`config.mk`:
```
export PLATFORM = sky130hd
export DESIGN_NAME = bitwise_logic_pipe
export DESIGN_NICKNAME = d
export VERILOG_FILES = /design/src/rtl/bitwise_logic_pipe.sv
export SDC_FILE = /design/constraint.sdc
export NUM_CORES = 1
export LEC_CHECK = 0
export ABC_AREA = 1
export ABC_CLOCK_PERIOD_IN_PS = 1650
export BUFFER_PORTS_ARGS = -buffer_cell sky130_fd_sc_hd__buf_4
export CAP_MARGIN = 20
export CORE_MARGIN = 4
export CORE_UTILIZATION = 50
export CTS_CLUSTER_DIAMETER = 80
export DETAILED_ROUTE_END_ITERATION = 8
export HOLD_SLACK_MARGIN = 0.02
export PLACE_DENSITY = 0.81
export SLEW_MARGIN = 20
export SYNTH_ARGS = -nofsm -noshare
export SYNTH_HDL_FRONTEND = slang
export SYNTH_SLANG_ARGS = --single-unit
```
`constraint.sdc`:
```
create_clock -name clk -period 1.65 [get_ports clk]
set_input_delay 0.165 -clock clk [delete_from_list [all_inputs] [get_ports clk]]
set_output_delay 0.165 -clock clk [all_outputs]
set_load 0.02 [all_outputs]
```
`src/rtl/bitwise_logic_pipe.sv`:
```
// Purpose    : eight-way bitwise logic unit (NOT/AND/OR/XOR, their inversions, pass-through) feeding an elastic pipeline.
// Latency    : STAGES cycles from presentation to out_valid; one result per cycle sustained.
// Backpressure: ready ripples back stage by stage, so in_ready drops only when every stage is full and out_ready is low.
//
// Ports:
//   clk, rst          rising-edge clock, synchronous active-high reset
//   in_valid/in_ready input handshake; op, a, b are sampled on acceptance
//   out_valid/out_ready output handshake; out and zero are registered
//   txn_count         completed output handshakes, wraps at 16 bits
module bitwise_logic_pipe #(
    parameter int WIDTH  = 8,
    parameter int STAGES = 2
) (
    input  logic             clk,
    input  logic             rst,
    input  logic             in_valid,
    output logic             in_ready,
    input  logic [2:0]       op,
    input  logic [WIDTH-1:0] a,
    input  logic [WIDTH-1:0] b,
    output logic             out_valid,
    input  logic             out_ready,
    output logic [WIDTH-1:0] out,
    output logic             zero,
    output logic [15:0]      txn_count
);

    localparam logic [STAGES-1:0] ALL_ONES = {STAGES{1'b1}};

    logic [WIDTH-1:0]  res;
    logic              res_zero;
    logic [WIDTH-1:0]  dat_q [STAGES];
    logic [STAGES-1:0] zr_q;
    logic [STAGES-1:0] v_q;
    logic [STAGES-1:0] rdy;

    // Operation decode; b is unused for op 000 and op 111.
    always_comb begin
        res = '0;
        case (op)
            3'b000: res = ~a;
            3'b001: res = a & b;
            3'b010: res = a | b;
            3'b011: res = a ^ b;
            3'b100: res = ~(a & b);
            3'b101: res = ~(a | b);
            3'b110: res = ~(a ^ b);
            3'b111: res = a;
            default: res = '0;
        endcase
        res_zero = (res == '0);
    end

    // Stage k can load when any stage at or downstream of k is empty, or
    // the consumer takes the result. Written as a masked OR rather than a
    // recursive chain so each bit depends only on v_q and out_ready.
    always_comb begin
        rdy = '0;
        for (int k = 0; k < STAGES; k++) begin
            rdy[k] = out_ready || ((~v_q & (ALL_ONES << k)) != '0);
        end
    end

    always_ff @(posedge clk) begin
        if (rst) begin
            v_q       <= '0;
            zr_q      <= '0;
            txn_count <= '0;
            for (int k = 0; k < STAGES; k++) begin
                dat_q[k] <= '0;
            end
        end else begin
            // Stage 0: valid follows in_valid whenever it can load; data is
            // only written on a real acceptance so bubbles keep old data.
            if (rdy[0]) begin
                v_q[0] <= in_valid;
                if (in_valid) begin
                    dat_q[0] <= res;
                    zr_q[0]  <= res_zero;
                end
            end
            // Later stages shift whenever they can load, bubble or not.
            for (int k = 1; k < STAGES; k++) begin
                if (rdy[k]) begin
                    v_q[k]   <= v_q[k-1];
                    dat_q[k] <= dat_q[k-1];
                    zr_q[k]  <= zr_q[k-1];
                end
            end
            if (v_q[STAGES-1] && out_ready) begin
                txn_count <= txn_count + 16'd1;
            end
        end
    end

    assign in_ready  = rdy[0];
    assign out_valid = v_q[STAGES-1];
    assign out       = dat_q[STAGES-1];
    assign zero      = zr_q[STAGES-1];

endmodule

```
# --- Word-level counts from Yosys, hierarchy flattened ---
# Memory sizes are Yosys's and may differ from the RTL's.
# Cells that the tools add are included.
op_classes:
  add_sub_neg: 1
  n_eq_ne: 7
  mux: 12
  bitwise: 10
  n_reduce_logical: 7
ops:
  columns: ["op", "n"]
  rows:
  - ["one-hot mux 8 bit (8 select lines)", 1]
  - ["inverter 8 bit", 4]
  - ["adder 16 x 1 -> 16 bit, second input constant", 1]
  - ["two-way mux 8 bit", 2]
  - ["== test 3 bit, second input constant", 4]
  - ["two-way mux 1 bit", 9]
  - ["AND 8 bit", 1]
  - ["zero test 8 bit", 1]
  - ["bitwise OR 8 bit", 1]
  - ["XOR 8 bit", 1]
  - ["== test 3 x 2 -> 1 bit, second input constant", 2]
  - ["== test 3 x 1 -> 1 bit, second input constant", 1]
  - ["zero test 3 bit", 1]
  - ["logical OR 1 bit", 2]
  - ["inverter 2 bit", 1]
  - ["bitwise OR 1 bit", 2]
  - ["AND reduction 2 bit", 1]
  - ["nonzero test 2 bit", 1]
  - ["logical AND 1 bit", 1]
totals:
  register_bits: 20
  ram_bits: 16
  inputBits: 23
  out_inout_bits: 27
  elab_cells: 43
  memories: 1
memory_table:
  columns: ["memory", "depth", "word_bits", "rd", "rd_ports_with_merged_regs", "wr", "line_no", "rtl"]
  rows:
  - ["dat_q", 2, 8, 2, 0, 2, "32", "logic [WIDTH-1:0] dat_q [STAGES];"]

# --- Logic depth before layout (Yosys ltp) ---
# Gate-level depths: netlist of the first run.
logic_depth:
  ltp_word: 7
  ltp_mapped: 13
  depth_no_buf: 12

# --- Worst setup path before layout of the first run ---
# No wires, ideal clock.
synth_timing:
  path_kind: "reg-to-reg"
  from: "reg v_q[1]"
  to: "mem dat_q[0][0], data pin"
  setup_time_ns: 0.257
  arrival_ns: 1.457
  required_ns: 1.393
  slack_ns: -0.064
  path_stages_with_launch: 9
  n_path_buf: 1
  synth_period_minus_slack_ns: 1.714
  path_cell_list: "dfxtp_1 > inv_1 > nor2_1 > nand2_1 > nand3_1 > nand2_1 > inv_1 > buf_2 > nor2_1"
synth_lines:
  columns: ["element", "line_no", "rtl"]
  rows:
  - ["start, declared", "34", "logic [STAGES-1:0] v_q;"]
  - ["start signal, assigned by index", "85", "v_q[k] <= v_q[k-1];"]
  - ["end, declared", "32", null]

# --- Final worst setup path of the first run ---
layout_timing:
  from: "reg txn_count[0]"
  to: "reg txn_count[12]"
layout_between:
  elab_chain_cells: 1
layout_lines:
  columns: ["element", "line_no", "rtl"]
  rows:
  - ["start, declared", "25", "output logic [15:0] txn_count"]
  - ["start signal, assigned", "91", "txn_count <= txn_count + 16'd1;"]
  - ["adder 16 x 1 -> 16 bit", "91", null]
# Every way passes these cells.
# A chain may end at the register's enable or synchronous reset.

==> results of run 1 <==
[final cells by class]
class / count / area share
inverter: 68 / 0.0809
tap: 67 / 0.0262
timing repair inverter: 1 / 0.00234
sequential: 36 / 0.278
multi-input combinational: 255 / 0.431
clock buffer: 8 / 0.0313
timing repair buffer: 64 / 0.150
[where the power goes]
part | switching (mW) | total (mW) | leakage, nW | internal, mW
Clock | 0.298 | 0.678 | 0.0515 | 0.381
Sequential | 0.0175 | 1.01 | 0.343 | 0.993
Combinational | 0.276 | 0.457 | 1.23 | 0.181
[logic make-up after synthesis]
logic type      share of synthesized area
compound gates                     0.0483
simple gates                        0.373
fa+ha+maj                          0.0821
xor+xnor                          0.00676
buf+inv                             0.150
flops                               0.340
[routing by layer]
layer,part of all wire,routed length [um],vias up,GRT usage
met4,0.014,83,0,0.0591
met2,0.48,2800,72,0.325
met5,0,0,-,0
met3,0.065,377,7,0.0327
met1,0.44,2530,1109,0.234
li1,-,-,1304,-
[worst min path at each step]
stage | startpoint | to | slack (ns) | depth (start not counted)
after floorplan | in_valid | v_q[0] | 0.35 | 2
after global placement | rst | v_q[0] | 0.40 | 2
after detailed placement | rst | v_q[0] | 0.41 | 2
after CTS | rst | v_q[0] | 0.11 | 2
after global routing | rst | v_q[0] | 0.11 | 2
final | rst | v_q[0] | 0.11 | 2
[repair_timing]
action / in CTS / in global routing
endpoints found under the setup margin: 0 / 17
resized for setup: 0 / 18
buffers inserted: 0 / 1
[cell usage in the layout (no fill, tap or decap), types with 2 or more instances in the layout]
cell        count
a21oi_1        10
buf_4          64
clkbuf_8        7
clkinvlp_4      2
dfxtp_1        16
dfxtp_2         2
dfxtp_4         2
edfxtp_1       16
ha_1           16
inv_1          64
inv_2           3
nand2_1        81
nand2_2         6
nand3_1        26
nand3_2         3
nand3b_1        9
nand4_1        22
nor2_1         51
nor2_2          3
nor2_4          4
nor3_1          4
nor3b_1         2
o21ai_0         9
o21ai_1         2
[worst max-delay path: cells and delay by family (launching register included)]
kind | cells | cell delay (ns)
simple gates | 6 | 0.78
compound gates | 1 | 0.12
fa+ha+maj | 1 | 0.15
flops | 1 | 0.38
[flip-flops by register name, summed over array words and instances (netlist names)]
register / cells
dat_q: 16
txn_count: 16
v_q: 2
zr_q: 2
==> results.md, run 1 <==
- Min Tclk post-route: 1.52 ns
- Hold Crit Class: in2reg
- Starting Density: 0.531
- Antenna Nets Post-Route: 0
- Overall power: 2.15 mW
- Worst path arrival time: 1.71 ns
- Post-Syn Nets: 421
- Vias in the first global route: 2,244
- Starting DRT DRC Count: 107
- Setup Skew: 0.00585 ns
- Ranking of synthesized cells by area: edfxtp_1, dfxtp_1, nand2_1
- Worst Max-Slew Pin Slew: 0.318 ns
- Area of the multi-input gates: 0.00138 mm2
- CP dominant cell by count: nand3_2
- Core outline area: 0.00488 mm2
- CTS tree: done
- CP peak stage delay: 0.38 ns
- Die height: 80.0 um
- Number of synthesized register bits: 36
- Cell breakdown of the critical path: ha_4 > nand3_2 > nor3_4 > nand3_2 > nor2_4 > nand3_2 > o21ai_1 > nor2_1
- Endpoints failing hold: 0
- Number of synthesized flops with an enable pin: 16
- Sequential cell area fraction in the yosys report: 0.340
- CP Capture Type: register
- DIE AREA: 0.00640 mm2
- Critical Path Start Type: register
- Post-Syn Instances: 381
- Synth cell types: 27
- Pre-Repair DR Iteration Count: 4
- TritonCTS Buffers: 5
- Pwr per Cell Area: 670 mW/mm2
- Critical R2R Capture: txn_count[12]
- Worst-path clk slew: 0.07 ns
- Worst EP required: 1.84 ns
- Synth top area share: 0.185
- NumNets Final: 471
- Hold_ws: 0.110 ns
- DR vias/cell: 4.99
- Clk_lat worst skew: 0.29 ns
- IO buf count: 49
- Gr usage total: 0.187
- Fin worst setup slack: 0.125 ns
- Root Buffer Master: clkbuf_8
- CP Class: reg2reg
- Final period utilization: 0.924
- Routed Wire Length: 5790 um
- # setup viols final: 0
- Static leakage: 1.62 nW
- Final core utilization: 0.656
- IO Count: 50
- FP Rows: 25
- CTS sink cnt: 36
- Max IR drop VDD: 0.497 mV
- Fillers: 422
- Fin. max-slew vios: 0
- R2R setup slack: 0.13 ns
- Placed cells: 489
- ANT cells: 0
- Placed standard-cell area: 0.00302 mm2
- Area delta synth->final: 23.6%
- Synth Area per Inst: 6.80 um2
- Design area: 0.00320 mm2
- Most frequent cell after synthesis: nand2_1
- Congestion Overflow GR: 0
- Slew margin rel.: 0.787
- Outcome: finished, final reports clean
- Largest net degree at the start of global routing: 21
- Most common library cells after synthesis: nand2_1, inv_1, nor2_1
- H-tree Lvls: 2
- R2R Path Start: txn_count[0]
- Pre-CTS WS: 0.0460 ns
- Via count: 2,492
- Synthesized area: 0.00259 mm2
- Slowest CP cell: dfxtp_4
- Synth Flop Type: dfxtp_1
- Max frequency: 656 MHz
- Clock Path Buffers: 2
- Crit path from: txn_count[0]
- Drc violations: 0
- Reg area: 891 um2
- DIE WIDTH: 80.0 um
- Critical path peak fanout: 5
- Global-route wire length before repair: 9630 um
- Max Cap Violations: 0
- Initial antenna violation count: 0
- Avg WL per Cell: 11.6 um
- Ys async rst share: 0
- Critical Path End: txn_count[12]
- Ys Warns: 0
- Final HPWL DP: 4320 um
- Final std cells w/o fill: 499
- Layout cells sized above 1: 0.227
- GPL Wtd Cong: 0.871
- R2R cell count: 8
- Hold Buf Count CTS: 0
- Largest area contributor in the netlist: edfxtp_1
- Sum Neg Setup Slack: 0 ns
(Power assumes the default switching activity.)
==> run 2: changes to the inputs <==
CELL_PAD_IN_SITES_DETAIL_PLACEMENT = 0   (was default)
CELL_PAD_IN_SITES_GLOBAL_PLACEMENT = 1   (was default)
CORE_UTILIZATION = 39   (was 50)
PLACE_DENSITY = 0.88   (was 0.81)
==> run 2 against run 1 <==
Net effect: core utilization shrank 15 points; die area grew 25%; wire length grew 1.5%; final cell count grew 3.2%; hold slack gained 0.0046 ns; clock power shrank 14%; flip-flop and latch count is the same; clock skew grew 0.0045 ns; clock-buffer cell count shrank 1.
==> results.md, run 2 (synthesis gave the netlist of run 1 again) <==
- Root Buffer Master: clkbuf_8 (unchanged)
- Global-route wire length before repair: 9930 um (was 9630 um)
- CTS tree: done (unchanged)
- Max frequency: 638 MHz (was 656 MHz)
- # setup viols final: 0 (unchanged)
- Worst path arrival time: 1.75 ns (was 1.71 ns)
- Flop pwr share: 0.491 (was 0.471)
- Antenna Nets Post-Route: 0 (unchanged)
- Final core utilization: 0.505 (was 0.656)
- Core outline area: 0.00639 mm2 (was 0.00488 mm2)
- Via count: 2,491 (was 2,492)
- Fin. max-slew vios: 0 (unchanged)
- Layout cells sized above 1: 0.228 (was 0.227)
- Starting Density: 0.406 (was 0.531)
- Avg WL per Cell: 11.4 um (was 11.6 um)
- DR vias/cell: 4.84 (was 4.99)
- Fillers: 672 (was 422)
- Final HPWL DP: 4630 um (was 4320 um)
- IO buf count: 49 (unchanged)
- Static leakage: 1.63 nW (was 1.62 nW)
- NetSw: 0.579 mW (was 0.591 mW)
- Starting DRT DRC Count: 89 (was 107)
- CP Class: reg2reg (unchanged)
- Top Registers: dat_q: 16 flops, txn_count: 16 flops (unchanged)
- Congestion Overflow GR: 0 (unchanged)
- Final std cells w/o fill: 515 (was 499)
- Fin worst setup slack: 0.0826 ns (was 0.125 ns)
- Drc violations: 0 (unchanged)
- Hold_ws: 0.115 ns (was 0.110 ns)
- Pre-Repair DR Iteration Count: 4 (unchanged)
- Combinational fraction of design power: 0.226 (was 0.213)
- Clk pwr share: 0.283 (was 0.316)
- Setup Skew: 0.0103 ns (was 0.00585 ns)
- Worst-path clk slew: 0.07 ns (about the same)
- CP Capture Type: register (unchanged)
- Internal power: 1.48 mW (was 1.55 mW)
- Outcome: finished, final reports clean (unchanged)
- Placed cells: 505 (was 489)
- Overall power: 2.06 mW (was 2.15 mW)
- GPL Wtd Cong: 0.876 (was 0.871)
- Largest net degree at the start of global routing: 16 (was 21)
- Leading cell type in the layout, fill and taps excluded: nand2_1 (unchanged)
- Clk_lat worst skew: 0.28 ns (was 0.29 ns)
- Max IR drop VDD: 0.603 mV (was 0.497 mV)
- TritonCTS Buffers: 5 (unchanged)
- Critical path peak fanout: 5 (unchanged)
- IO Count: 50 (unchanged)
- H-tree Lvls: 2 (unchanged)
- Die height: 89.5 um (was 80.0 um)
- Critical Path Start Type: register (unchanged)
- Worst EP required: 1.83 ns (was 1.84 ns)
- Min Tclk post-route: 1.57 ns (was 1.52 ns)
- NumNets Final: 477 (was 471)
- Area delta synth->final: 24.3% (was 23.6%)
- Design area: 0.00322 mm2 (was 0.00320 mm2)
- Slew margin rel.: 0.756 (was 0.787)
- Worst Max-Slew Pin Slew: 0.365 ns (was 0.318 ns)
- Pre-CTS WS: 0.0414 ns (was 0.0460 ns)
- Net Sw Frac: 0.281 (was 0.276)
- Sum Neg Setup Slack: 0 ns (unchanged)
- Routed Wire Length: 5880 um (was 5790 um)
- Max Cap Violations: 0 (unchanged)
- Clock Path Buffers: 2 (unchanged)
- Pwr per Cell Area: 639 mW/mm2 (was 670 mW/mm2)
- Endpoints failing hold: 0 (unchanged)
- CTS sink cnt: 36 (unchanged)
- Gr usage total: 0.154 (was 0.187)
- Placed standard-cell area: 0.00308 mm2 (was 0.00302 mm2)
- Vias in the first global route: 2,274 (was 2,244)
- Hold Crit Class: in2reg (unchanged)
- FP Rows: 29 (was 25)
- Final period utilization: 0.950 (was 0.924)
- Initial antenna violation count: 0 (unchanged)
- Commonest cells after routing, fill and taps aside: nand2_1, buf_4, inv_1, nor2_1, nand3_1 (was nand2_1, inv_1, buf_4, nor2_1, nand3_1)
- DIE AREA: 0.00801 mm2 (was 0.00640 mm2)
- DIE WIDTH: 89.5 um (was 80.0 um)
- ANT cells: 0 (unchanged)
## run 2: repair_timing
| action | CTS | global route |
|---|---|---|
| hold buffers | 0 | 0 |
| setup endpoints to repair | 0 | 15 |
| resized for setup | 0 | 12 |
| buffers inserted | 0 | 2 |
## run 2: layout make-up
class | count | area [um2] | share of cell area
multi-input combinational | 255 | 1360 | 0.423
sequential | 36 | 887 | 0.275
timing repair buffer | 71 | 533 | 0.165
inverter | 68 | 262 | 0.0812
tap | 77 | 96.3 | 0.0299
clock buffer | 7 | 76.3 | 0.0237
clock inverter | 1 | 5.00 | 0.00155
## run 2: final timing paths
| check | cells after the start | endpoint | startpoint | slack, ns |
|---|---|---|---|---|
| hold reg to reg | 2 | v_q[1] | v_q[0] | 0.46 |
| setup reg to reg | 8 | txn_count[12] | txn_count[1] | 0.08 |
| setup / recovery | 8 | txn_count[12] | txn_count[1] | 0.08 |
| hold / removal | 2 | zr_q[1] | rst | 0.11 |
## run 2: critical path, stage by stage (launching register included)
cell and delay (ns):
dfxtp_4 0.37, ha_4 0.13, nand3_1 0.11, nor3_2 0.25
nand3_2 0.15, nor2_4 0.18, nand3_2 0.08, o21ai_1 0.14
nor2_1 0.05
## run 2: power by group through the flow
stage | clock network, mW | registers (mW) | logic, mW
floorplan | 0 | 1.03 | 0.310
global placement | 0 | 1.03 | 0.457
detailed placement | 0 | 1.03 | 0.465
CTS | 0.604 | 1.01 | 0.467
global route | 0.637 | 1.02 | 0.535
finish | 0.583 | 1.01 | 0.466
## run 2: layer usage
layer | routed length (um) | GRT usage
met1 | 2640 | 0.205
met2 | 2770 | 0.258
met4 | 77 | 0.0447
met3 | 388 | 0.0240
met5 | 0 | 0
==> run 3: changes to the inputs <==
BUFFER_PORTS_ARGS = -buffer_cell sky130_fd_sc_hd__buf_2   (was -buffer_cell sky130_fd_sc_hd__buf_4)
MAX_ROUTING_LAYER = met4   (was default)
==> run 3 against run 2 <==
Net effect: total power rose by 8.1%; flip-flop and latch count is the same; sequential power barely moved; non-clock buffer count shrank 3; core utilization is 1.4 points lower; final area is 2.8% lower; critical path type unchanged; critical endpoint unchanged.
==> results.md, run 3 (synthesis gave the netlist of run 1 again) <==
- Outcome: finished, final reports clean (unchanged)
- FP Rows: 29 (unchanged)
- Fin. max-slew vios: 0 (unchanged)
- Final period utilization: 0.934 (was 0.950)
- Leading cell type in the layout, fill and taps excluded: nand2_1 (unchanged)
- Clk_lat worst skew: 0.28 ns (about the same)
- NumNets Final: 474 (was 477)
- Die height: 89.5 um (unchanged)
- Setup Skew: 0.0113 ns (was 0.0103 ns)
- Worst path arrival time: 1.73 ns (was 1.75 ns)
- Max IR drop VDD: 0.616 mV (was 0.603 mV)
- CTS sink cnt: 36 (unchanged)
- Hold Crit Class: in2reg (unchanged)
- TritonCTS Buffers: 5 (unchanged)
- Vias in the first global route: 2,233 (was 2,274)
- Pre-Repair DR Iteration Count: 4 (unchanged)
- Max frequency: 649 MHz (was 638 MHz)
- Static leakage: 1.63 nW (about the same)
- Pwr per Cell Area: 711 mW/mm2 (was 639 mW/mm2)
- Crit path from: txn_count[0] (was txn_count[1])
- GPL Wtd Cong: 0.866 (was 0.876)
- Antenna Nets Post-Route: 0 (unchanged)
- DIE AREA: 0.00801 mm2 (unchanged)
- Final HPWL DP: 4500 um (was 4630 um)
- H-tree Lvls: 2 (unchanged)
- RSZ-0062 raised after global routing: true
- Pre-CTS WS: 0.0487 ns (was 0.0414 ns)
- IO buf count: 49 (unchanged)
- Max Cap Violations: 0 (unchanged)
- Via count: 2,481 (was 2,491)
- Cell breakdown of the critical path: ha_4 > nand3_2 > nor3_4 > nand3_2 > nor2_4 > nand3_2 > o21ai_1 > nor2_1 (was ha_4 > nand3_1 > nor3_2 > nand3_2 > nor2_4 > nand3_2 > o21ai_1 > nor2_1)
- CTS tree: done (unchanged)
- Routed Wire Length: 5840 um (was 5880 um)
- Area delta synth->final: 20.9% (was 24.3%)
- CP Capture Type: register (unchanged)
- Slew margin rel.: 0.771 (was 0.756)
- R2R Path Start: txn_count[0] (was txn_count[1])
- Slowest CP cell: dfxtp_4 (unchanged)
- Global-route wire length before repair: 9830 um (was 9930 um)
- Worst-path clk slew: 0.08 ns (was 0.07 ns)
- Fin worst setup slack: 0.109 ns (was 0.0826 ns)
- Largest net degree at the start of global routing: 20 (was 16)
- Min-Delay Startpoint: rst (unchanged)
- Root Buffer Master: clkbuf_8 (unchanged)
- CP dominant cell by count: nand3_2 (unchanged)
- IO Count: 50 (unchanged)
- DR vias/cell: 4.85 (was 4.84)
- Commonest cells after routing, fill and taps aside: nand2_1, inv_1, nor2_1, buf_2, nand3_1 (was nand2_1, buf_4, inv_1, nor2_1, nand3_1)
- # setup viols final: 0 (unchanged)
- Top Registers: dat_q: 16 flops, txn_count: 16 flops (unchanged)
- Final core utilization: 0.491 (was 0.505)
- Avg WL per Cell: 11.4 um (about the same)
- Overall power: 2.23 mW (was 2.06 mW)
- Fillers: 668 (was 672)
- Critical path peak fanout: 5 (unchanged)
- CP Class: reg2reg (unchanged)
- Worst EP required: 1.83 ns (about the same)
- Core outline area: 0.00639 mm2 (unchanged)
- Worst Max-Slew Pin Slew: 0.342 ns (was 0.365 ns)
- Critical Path Start Type: register (unchanged)
- Drc violations: 0 (unchanged)
- Clock Path Buffers: 2 (unchanged)
- Min Tclk post-route: 1.54 ns (was 1.57 ns)
- Gr usage total: 0.158 (was 0.154)
- Starting Density: 0.406 (unchanged)
- Initial antenna violation count: 0 (unchanged)
- Starting DRT DRC Count: 72 (was 89)
- ANT cells: 0 (unchanged)
- Endpoints failing hold: 0 (unchanged)
- Congestion Overflow GR: 0 (unchanged)
- DIE WIDTH: 89.5 um (unchanged)
- CP peak stage delay: 0.38 ns (was 0.37 ns)
- Layout cells sized above 1: 0.230 (was 0.228)
- Hold Buf Count CTS: 0 (unchanged)
[run 3: cell types whose count changed in the layout (fill, tap and decap cells not counted), moves of 2 or more]
cell / previous run / this run
clkbuf_8: 5 / 7
buf_2: 0 / 49
buf_4: 71 / 19
clkbuf_1: 2 / 0
[run 3: final timing paths]
path | slack [ns] | end | cells after the start
worst max-delay path | 0.11 | txn_count[12] | 8
worst min register to register | 0.46 | zr_q[1] | 2
worst min-delay path | 0.16 | zr_q[1] | 2
worst max register to register | 0.11 | txn_count[12] | 8
[run 3: power by group]
part	switching, mW	internal (mW)	leakage, nW
clock	0.309	0.472	0.0627
combinational	0.276	0.159	1.23
sequential	0.0167	0.993	0.342
[run 3: final cells by class]
cell class | count | area [um2] | share of cell area
repair buffers | 68 | 388 | 0.124
clock buffers | 8 | 121 | 0.0387
inverters | 68 | 262 | 0.0835
multi-input cells | 255 | 1380 | 0.440
flip-flops and latches | 36 | 887 | 0.283
well taps | 77 | 96.3 | 0.0308
[run 3: worst max-delay path, delay by kind of cell, from the launching register on]
| kind | cells | cell delay [ns] |
|---|---|---|
| fa+ha+maj | 1 | 0.15 |
| compound gates | 1 | 0.13 |
| flops | 1 | 0.38 |
| simple gates | 6 | 0.77 |
[run 3: timing repair]
action,in CTS,in global routing
gates resized for setup,0,15
endpoints found under the hold margin,0,0
setup buffers,0,1
endpoints found under the setup margin,0,17
[run 3: stage by stage]
| step | hold WS [ns] | std cells | instance area (um2) | setup TNS (ns) |
|---|---|---|---|---|
| 3_3_place_gp | 0.446 | 503 | 2940 | 0 |
| 4_1_cts | 0.154 | 511 | 3060 | 0 |
| 6_report | 0.158 | 512 | 3130 | 0 |
| 2_1_floorplan | 0.354 | 381 | 2600 | 0 |
| 3_5_place_dp | 0.454 | 503 | 2940 | 0 |
| 5_1_grt | 0.160 | 512 | 3130 | -0.0244 |
[run 3: per-layer routing]
layer	routed length [um]	GRT usage	vias to the layer above
li1	-	-	1310
met1	2710	0.210	1107
met2	2780	0.248	58
met3	267	0.0276	6
met4	73	0.0406	0
met5	0	-	-
